File: src/rtl/pipe_hazard_ctrl.sv
// pipe_hazard_ctrl: central sequencer for the 5-stage core.
// Produces enable/flush for IF/ID, ID/EX, EX/MEM, MEM/WB and the PC
// enable from memory handshakes, load-use and mispredict, and runs the
// halt drain FSM (RUN -> DRAIN -> HALTED).
// Optional: define HAZARD_PERF_EN to add stall_cnt/flush_cnt counters.
module pipe_hazard_ctrl #(
    parameter int DRAIN_CYCLES = 3,
    parameter int REGW         = 5
) (
    input  logic            CLK,
    input  logic            nRST,
    input  logic            ihit,
    input  logic            dhit,
    input  logic            mem_access,
    input  logic            idex_memread,
    input  logic [REGW-1:0] idex_rd,
    input  logic [REGW-1:0] ifid_rs,
    input  logic [REGW-1:0] ifid_rt,
    input  logic            mispredict,
    input  logic            halt_id,
    output logic            pc_en,
    output logic            ifid_en,
    output logic            ifid_flush,
    output logic            idex_en,
    output logic            idex_flush,
    output logic            exmem_en,
    output logic            exmem_flush,
    output logic            memwb_en,
    output logic            halted
`ifdef HAZARD_PERF_EN
    ,
    output logic [31:0]     stall_cnt,
    output logic [31:0]     flush_cnt
`endif
);

    localparam int CW = (DRAIN_CYCLES < 2) ? 1 : $clog2(DRAIN_CYCLES + 1);

    typedef enum logic [1:0] {RUN, DRAIN, HALTED} state_t;

    state_t        state, state_n;
    logic [CW-1:0] cnt, cnt_n;
    logic          mem_busy, advance, lduse;

    assign mem_busy = mem_access & ~dhit;
    assign advance  = ~mem_busy;
    assign lduse    = idex_memread & (idex_rd != '0) &
                      ((idex_rd == ifid_rs) | (idex_rd == ifid_rt));

    // halted comes straight from the state register, so it clears with nRST
    assign halted = (state == HALTED);

    // State and drain counter register
    always_ff @(posedge CLK or negedge nRST) begin
        if (!nRST) begin
            state <= RUN;
            cnt   <= '0;
        end else begin
            state <= state_n;
            cnt   <= cnt_n;
        end
    end

    // Output decode and next-state logic
    always_comb begin
        state_n     = state;
        cnt_n       = cnt;
        pc_en       = 1'b0;
        ifid_en     = 1'b0;
        ifid_flush  = 1'b0;
        idex_en     = 1'b0;
        idex_flush  = 1'b0;
        exmem_en    = 1'b0;
        exmem_flush = 1'b0;
        memwb_en    = 1'b0;
        case (state)
            RUN: begin
                if (mem_busy) begin
                    // full freeze: everything already at 0
                end else if (mispredict) begin
                    // squash the two wrong-path instructions, load corrected PC
                    pc_en      = 1'b1;
                    ifid_en    = 1'b1;
                    ifid_flush = 1'b1;
                    idex_en    = 1'b1;
                    idex_flush = 1'b1;
                    exmem_en   = 1'b1;
                    memwb_en   = 1'b1;
                end else if (lduse) begin
                    // hold IF/ID and PC, inject one bubble into EX
                    idex_en    = 1'b1;
                    idex_flush = 1'b1;
                    exmem_en   = 1'b1;
                    memwb_en   = 1'b1;
                end else if (!ihit) begin
                    // no fetch yet: bubble into ID, let the rest drain forward
                    ifid_en    = 1'b1;
                    ifid_flush = 1'b1;
                    idex_en    = 1'b1;
                    exmem_en   = 1'b1;
                    memwb_en   = 1'b1;
                end else begin
                    pc_en    = 1'b1;
                    ifid_en  = 1'b1;
                    idex_en  = 1'b1;
                    exmem_en = 1'b1;
                    memwb_en = 1'b1;
                end
                // a coincident mispredict squashes the HALT
                if (halt_id & advance & ~mispredict & ~lduse & ihit) begin
                    state_n = DRAIN;
                    cnt_n   = CW'(DRAIN_CYCLES);
                end
            end
            DRAIN: begin
                // nothing older than HALT can be a branch or load in EX
                ifid_en    = 1'b1;
                ifid_flush = 1'b1;
                idex_en    = advance;
                exmem_en   = advance;
                memwb_en   = advance;
                if (advance) begin
                    cnt_n = cnt - CW'(1);
                    if (cnt == CW'(1))
                        state_n = HALTED;
                end
            end
            HALTED: begin
                // terminal; only nRST leaves
            end
            default: begin
                state_n = RUN;
                cnt_n   = '0;
            end
        endcase
    end

`ifdef HAZARD_PERF_EN
    // Stall and mispredict-flush event counters; both are RUN-only so they freeze when halted
    always_ff @(posedge CLK or negedge nRST) begin
        if (!nRST) begin
            stall_cnt <= '0;
            flush_cnt <= '0;
        end else begin
            if (state == RUN && !pc_en)
                stall_cnt <= stall_cnt + 32'd1;
            if (state == RUN && !mem_busy && mispredict)
                flush_cnt <= flush_cnt + 32'd1;
        end
    end
`endif

endmodule
File: config.mk
export PLATFORM = sky130hd
export DESIGN_NAME = pipe_hazard_ctrl
export DESIGN_NICKNAME = d
export VERILOG_FILES = /design/src/rtl/pipe_hazard_ctrl.sv
export SDC_FILE = /design/constraint.sdc
export NUM_CORES = 1
export LEC_CHECK = 0
export ABC_AREA = 1
export BUFFER_PORTS_ARGS = -buffer_cell sky130_fd_sc_hd__buf_2
export CORE_MARGIN = 5
export CORE_UTILIZATION = 38
export DETAILED_ROUTE_END_ITERATION = 12
export PLACE_DENSITY = 0.72
export SLEW_MARGIN = 20
export SYNTH_ARGS = -nofsm -noshare
export SYNTH_HDL_FRONTEND = slang
export SYNTH_SLANG_ARGS = --single-unit
File: constraint.sdc
create_clock -name CLK -period 1 [get_ports CLK]
set_input_delay 0.1 -clock CLK [delete_from_list [all_inputs] [get_ports CLK]]
set_output_delay 0.1 -clock CLK [all_outputs]
set_load 0.02 [all_outputs]
==> results of run 1 <==
critical path, delay by kind of cell (launching register included):
kind	cells	cell delay [ns]
AOI/OAI and AO/OA	1	0.10
buffers and inverters	2	0.15
DFF	1	0.44
and+or+nand+nor	3	0.27
per-stage QoR:
step | setup TNS, ns | hold slack [ns] | total power [mW] | std cells
after CTS | -2.15 | 0.194 | 2.13 | 160
final | -2.89 | 0.202 | 2.28 | 162
after detailed placement | -0.984 | -0.0920 | 1.53 | 152
after floorplan | -0.248 | -0.196 | 1.13 | 101
after global routing | -3.42 | 0.214 | 2.48 | 162
after global placement | -0.858 | -0.0962 | 1.51 | 152
metal layers:
layer / wire, um / vias to the layer above / part of all wire (%)
li1: - / 392 / -
met1: 614 / 316 / 39
met2: 810 / 20 / 51
met3: 110 / 4 / 7.0
met4: 44 / 0 / 2.8
met5: 0 / - / 0
kinds of logic (layout without fill, tap and decap cells):
logic type / after synthesis / in the layout
compound gates: 8 / 8
fa+ha+maj: 1 / 1
flops: 4 / 4
other cells: 1 / 1
xor+xnor: 2 / 2
buf+inv: 26 / 72
simple gates: 59 / 59
repair_timing:
| item | CTS | global route |
|---|---|---|
| hold endpoints to repair | 4 | 0 |
| hold buffers | 1 | 0 |
| pin swaps | 5 | 4 |
| gates resized for setup | 24 | 10 |
| setup buffers | 3 | 2 |
| endpoints found under the setup margin | 11 | 12 |
sequential cells by signal, summed over array words and instances (netlist names):
register	cells
state	2
cnt	2
synth_stat cells (all sizes together):
cell type	n	area (sq um)
and3	1	7.51
ha	1	12.5
o21ai	4	20.0
nand3	5	30.0
nand4	2	12.5
conb	1	3.75
inv	23	86.3
a31o	1	8.76
nand2	36	148
nor2	14	52.6
buf	3	22.5
xnor2	2	17.5
dfrtp	4	100
or2	1	6.26
a21oi	2	10.0
a211oi	1	7.51
cells in the final DEF (no fill, tap or decap), drive strengths merged:
cell         count
nand2           36
dlygate4sd3      1
buf             44
a21oi            2
a211oi           1
or2              1
nor2            14
clkbuf           4
and3             1
o21ai            4
inv             23
xnor2            2
a31o             1
conb             1
dfrtp            4
nand3            5
nand4            2
ha               1
layout make-up:
type                            instances  area (sq um)
Inverter                               23          91.3
Sequential cell                         4           103
Clock buffer                            4          26.3
Timing Repair Buffer                   45           330
Multi-Input combinational cell         71           399
Fill cell                             117           365
Tap cell                               15          18.8
worst max-delay path by stage:
| stage | startpoint | slack (ns) | endpoint |
|---|---|---|---|
| global route | state[1] | -0.36 | pc_en |
| CTS | state[1] | -0.30 | pc_en |
| detailed placement | idex_rd[1] | -0.22 | ifid_flush |
| finish | state[1] | -0.30 | pc_en |
| global placement | idex_rd[1] | -0.19 | ifid_flush |
| floorplan | state[1] | -0.08 | pc_en |
report_power, final:
group | internal [mW] | total [mW] | switching [mW]
sequential | 0.250 | 0.344 | 0.0938
combinational | 0.876 | 1.72 | 0.847
clock | 0.150 | 0.214 | 0.0640
total | 1.28 | 2.28 | 1.00
==> results.json, run 1 <==
{
  "dpl.hpwl_mm": 1.22,
  "cp_cell_sequence": "nor2_4 -> nand2_2 -> a21oi_2 -> nand2_1 -> inv_2 -> buf_6",
  "grt_pass1_wl_mm": 2.53,
  "antenna_cells": 0,
  "clkSinkCount": 4,
  "cp-start-kind": "register",
  "grt.busiest_layer": "met2",
  "start_util_pct": 40.9,
  "critical_path_class": "register to output port",
  "slowest_delay_ns": 0.44,
  "synth_compound_area_share_pct": 8.49,
  "first_pass_iters": 3,
  "max_freq_ghz": 0.769,
  "r2r_cells": 7,
  "area_growth_pct": 77.5,
  "yosys.area_share.adder_pct": 2.29,
  "grt_max_degree": 5,
  "ant_nets": 0,
  "muxShareOfSynthArea_pct": 0,
  "reg2reg_to": "cnt[0]",
  "cts_tree": "built",
  "gr-total-overflow": 0,
  "die_y_um": 47.9,
  "die_w_um": 47.9,
  "portBuffers": 30,
  "drc": 0,
  "reg2reg_from": "state[1]",
  "grt_antenna_before_repair": 0,
  "hold_viol": 0,
  "io_pins": 32,
  "min_period_over_period_pct": 130,
  "grt_use_met3_pct": 1.13,
  "place_congestion": 0.725,
  "drive_above_1_share_pct": 53.1,
  "drt-initial-drc-count": 2,
  "clock_tree.root_cell": "clkbuf_4",
  "final_util_pct": 72.6,
  "nets": 172,
  "ir_worst_vdd_mv": 1.25,
  "syn_inst": 101,
  "synth_xor_area_share_pct": 3.21,
  "status": "finished with violations",
  "met1_usage_pct": 18.8,
  "routed_wirelength_mm": 1.58,
  "num_vias": 732,
  "first_global_vias": 659,
  "clkSlewWorstSetupHoldPaths_ns": 0.04,
  "max_cap_violations": 0,
  "worst_ep_arrival_time_ns": 1.20,
  "grt_use_total_pct": 15.2,
  "powerDensity_mw_per_mm2": 2350,
  "ys_seq_area_share_pct": 18.3,
  "violations": "negative setup slack",
  "hold_class": "primary input to async pin",
  "htreeDepth": 1,
  "p_leak_nw": 0.576,
  "clock_latency_ns": 0.23,
  "row_count": 13,
  "required_ns": 0.90,
  "core-area_sq_mm": 0.00133,
  "design_area_sq_um": 968,
  "cts_max_path_buffers": 2,
  "fin_ws_ns": -0.300,
  "place_area_sq_um": 797,
  "synth.cell_area_sq_um": 546,
  "ys_warn_count": 0,
  "wl_per_cell_um": 9.75,
  "synthesis.nets": 125,
  "synth_top_family_by_area": "simple AND/OR/NAND/NOR gates",
  "dp_slack_ns": -0.225,
  "ff2ff_setup_slack_ns": -0.26,
  "cp-end-kind": "output port",
  "routed_via_density": 4.52,
  "min_period_ns": 1.30,
  "critical-path-slowest-cell": "dfrtp_2",
  "yosys.area_share.simple_pct": 47.0,
  "syn_avg_cell_area_sq_um": 5.40,
  "synth-seq-cells": 4,
  "finalSetupViolations": 12,
  "clock_skew_ns": 0.00771,
  "worstPathMaxFanout": 3,
  "drv_slew": 0,
  "cts_made_buffers": 3,
  "rsz0062_at_grt": "yes",
  "ys_types": 20,
  "grtUsageMet2_pct": 27.4,
  "die_area_sq_mm": 0.00229
}
(Power assumes the default switching activity.)
==> inputs of run 2 (changes only) <==
Settings changed: ABC_AREA 1 to 0, CELL_PAD_IN_SITES_DETAIL_PLACEMENT set to 2, CELL_PAD_IN_SITES_GLOBAL_PLACEMENT set to 2, CORE_UTILIZATION 38 to 18, HOLD_SLACK_MARGIN set to 0.05, PLACE_DENSITY 0.72 to 0.69.
==> results.json, run 2 <==
{
  "status": "finished with violations",
  "violations": "negative setup slack",
  "dpl.hpwl_mm": 1.74,
  "grt_pass1_wl_mm": 3.53,
  "min_period_over_period_pct": 150,
  "portBuffers": 30,
  "synth-seq-cells": 4,
  "drc": 0,
  "min_period_ns": 1.50,
  "nets": 138,
  "row_count": 18,
  "gr-total-overflow": 0,
  "rsz0062_at_grt": "yes",
  "top_regs": "cnt (2), state (2)",
  "cts_made_buffers": 3,
  "worstPathMaxFanout": 4,
  "worst_ep_arrival_time_ns": 1.40,
  "synth.most_common_cell": "xor2_1",
  "die_w_um": 61.9,
  "switching_power_mw": 0.878,
  "grtUsageMet2_pct": 28.3,
  "p_leak_nw": 0.462,
  "place_congestion": 0.721,
  "die_area_sq_mm": 0.00384,
  "synth.cell_area_sq_um": 485,
  "hold_viol": 0,
  "ys_types": 27,
  "synth-main-ff-cell": "dfrtp_1",
  "drt-initial-drc-count": 5,
  "core-area_sq_mm": 0.00252,
  "fin_ws_ns": -0.500,
  "area_growth_pct": 104,
  "finalSetupTns_ns": -3.55,
  "grt_max_degree": 7,
  "p_seq_share_pct": 17.3,
  "synth.largest_area_cell": "dfrtp_1",
  "clock_tree.root_cell": "clkbuf_4",
  "powerDensity_mw_per_mm2": 2030,
  "hold_class": "primary input to async pin",
  "layout_commonest_cell": "buf_4",
  "required_ns": 0.90,
  "design_area_sq_um": 992,
  "max_cap_violations": 0,
  "antenna_cells": 0,
  "start_util_pct": 19.2,
  "combPwrFrac_pct": 72.8,
  "place_area_sq_um": 796,
  "synth_common_cells": "xor2_1 (10), nor2_1 (7), o21ai_0 (5)",
  "max_freq_ghz": 0.667,
  "synth-edff-count": 0,
  "routed_wirelength_mm": 2.24,
  "cp-start-kind": "primary input",
  "clkSlewWorstSetupHoldPaths_ns": 0.04,
  "cp-end-kind": "output port",
  "htreeDepth": 1,
  "critical_path_class": "primary input to output port",
  "met1_usage_pct": 11.3,
  "cts_tree": "built",
  "drive_above_1_share_pct": 67.9,
  "drv_slew": 0,
  "ir_worst_vdd_mv": 1.34,
  "synthesis.nets": 84,
  "first_pass_iters": 3,
  "p_int_mw": 1.13,
  "clock_skew_ns": 0.00538,
  "grt.busiest_layer": "met2",
  "clock_latency_ns": 0.24,
  "synth_async_sr_flop_share_pct": 100,
  "clkSinkCount": 4,
  "first_global_vias": 783,
  "yosysTopAreaCellShare_pct": 20.6,
  "syn_avg_cell_area_sq_um": 8.09,
  "ys_seq_area_share_pct": 20.6,
  "grt_use_met3_pct": 3.93,
  "sw_frac_of_total_pct": 43.6,
  "ant_nets": 0,
  "most-common-layout-cells": "buf_4 (21), buf_2 (20), buf_6 (10), xor2_1 (9), nor2_1 (5)",
  "p_clk_share_pct": 10.0,
  "grt_use_total_pct": 12.9,
  "cts_max_path_buffers": 2,
  "finalSetupViolations": 12,
  "io_pins": 32,
  "ys_warn_count": 0,
  "syn_inst": 60,
  "routed_via_density": 4.54,
  "grt_antenna_before_repair": 0,
  "dp_slack_ns": -0.559,
  "die_y_um": 61.9,
  "wl_per_cell_um": 15.8,
  "synth_area_leaders": "dfrtp_1 (21%), xor2_1 (18%), nor2_1 (5.4%), o21ai_0 (5.2%), buf_4 (4.6%)",
  "num_vias": 645
}
-- run 2: kinds of logic (layout without fill, tap and decap cells) --
logic type      count (synthesis)  after routing  share of synthesized area, %
fa+ha+maj                       1              1                          2.58
compound gates                 18             18                          31.2
flops                           4              4                          20.6
buf+inv                         7             59                          7.73
simple gates                   19             19                          19.1
xor+xnor                       10             10                          18.0
other cells                     1              1                         0.772
-- run 2: per-stage QoR --
| step | total power [mW] | util, % | cells | hold WS (ns) |
|---|---|---|---|---|
| after global placement | 1.45 | 31.5 | 132 | -0.0956 |
| after CTS | 1.93 | 37.5 | 139 | 0.185 |
| final | 2.01 | 39.3 | 142 | 0.201 |
| after floorplan | 1.01 | - | 60 | -0.196 |
| after detailed placement | 1.51 | 31.5 | 132 | -0.0901 |
| after global routing | 2.16 | 39.3 | 142 | 0.208 |
-- run 2: worst max-delay path, stage by stage --
cell and delay [ns]:
buf_8 0.10, or4_4 0.54, o21ai_4 0.20, nor2_4 0.07, o41ai_4 0.21, buf_4 0.19
-- run 2: cell type report --
type                    instances  area, sq um
flip-flops and latches          4          103
repair buffers                 53          395
multi-input cells              49          423
inverters                       3         11.3
fillers                       290         1530
clock buffers                   3         22.5
well taps                      30         37.5
-- run 2: per-layer routing --
layer | vias to the layer above | routed length (um)
met5 | - | 0
met4 | 0 | 0
met3 | 0 | 164
met2 | 34 | 1330
met1 | 299 | 750
li1 | 312 | -
-- run 2: final timing paths --
path,startpoint,to,slack [ns],cells past startpoint
worst max-delay path,idex_rd[3],ifid_flush,-0.50,6
worst min-delay path,nRST,state[1],0.20,2
worst max register to register,state[1],cnt[0],-0.27,3
worst min register to register,cnt[0],cnt[0],0.63,2
max in group asynchronous,nRST,state[0],0.67,2
min in group CLK,mispredict,state[0],0.28,4
-- run 2: power groups by stage --
stage | clock (mW) | combinational, mW | sequential (mW)
3_5_place_dp | 0 | 1.17 | 0.333
3_3_place_gp | 0 | 1.13 | 0.323
6_report | 0.200 | 1.46 | 0.347
4_1_cts | 0.214 | 1.37 | 0.346
5_1_grt | 0.219 | 1.58 | 0.359
2_1_floorplan | 0 | 0.708 | 0.299
-- run 2: repair_timing --
item                                    4_1_cts  5_1_grt
hold buffers                                  1        0
resized for setup                            26        5
pin swaps                                     6        5
hold endpoints to repair                      4        0
endpoints found under the setup margin       12       12
setup buffers                                 5        3
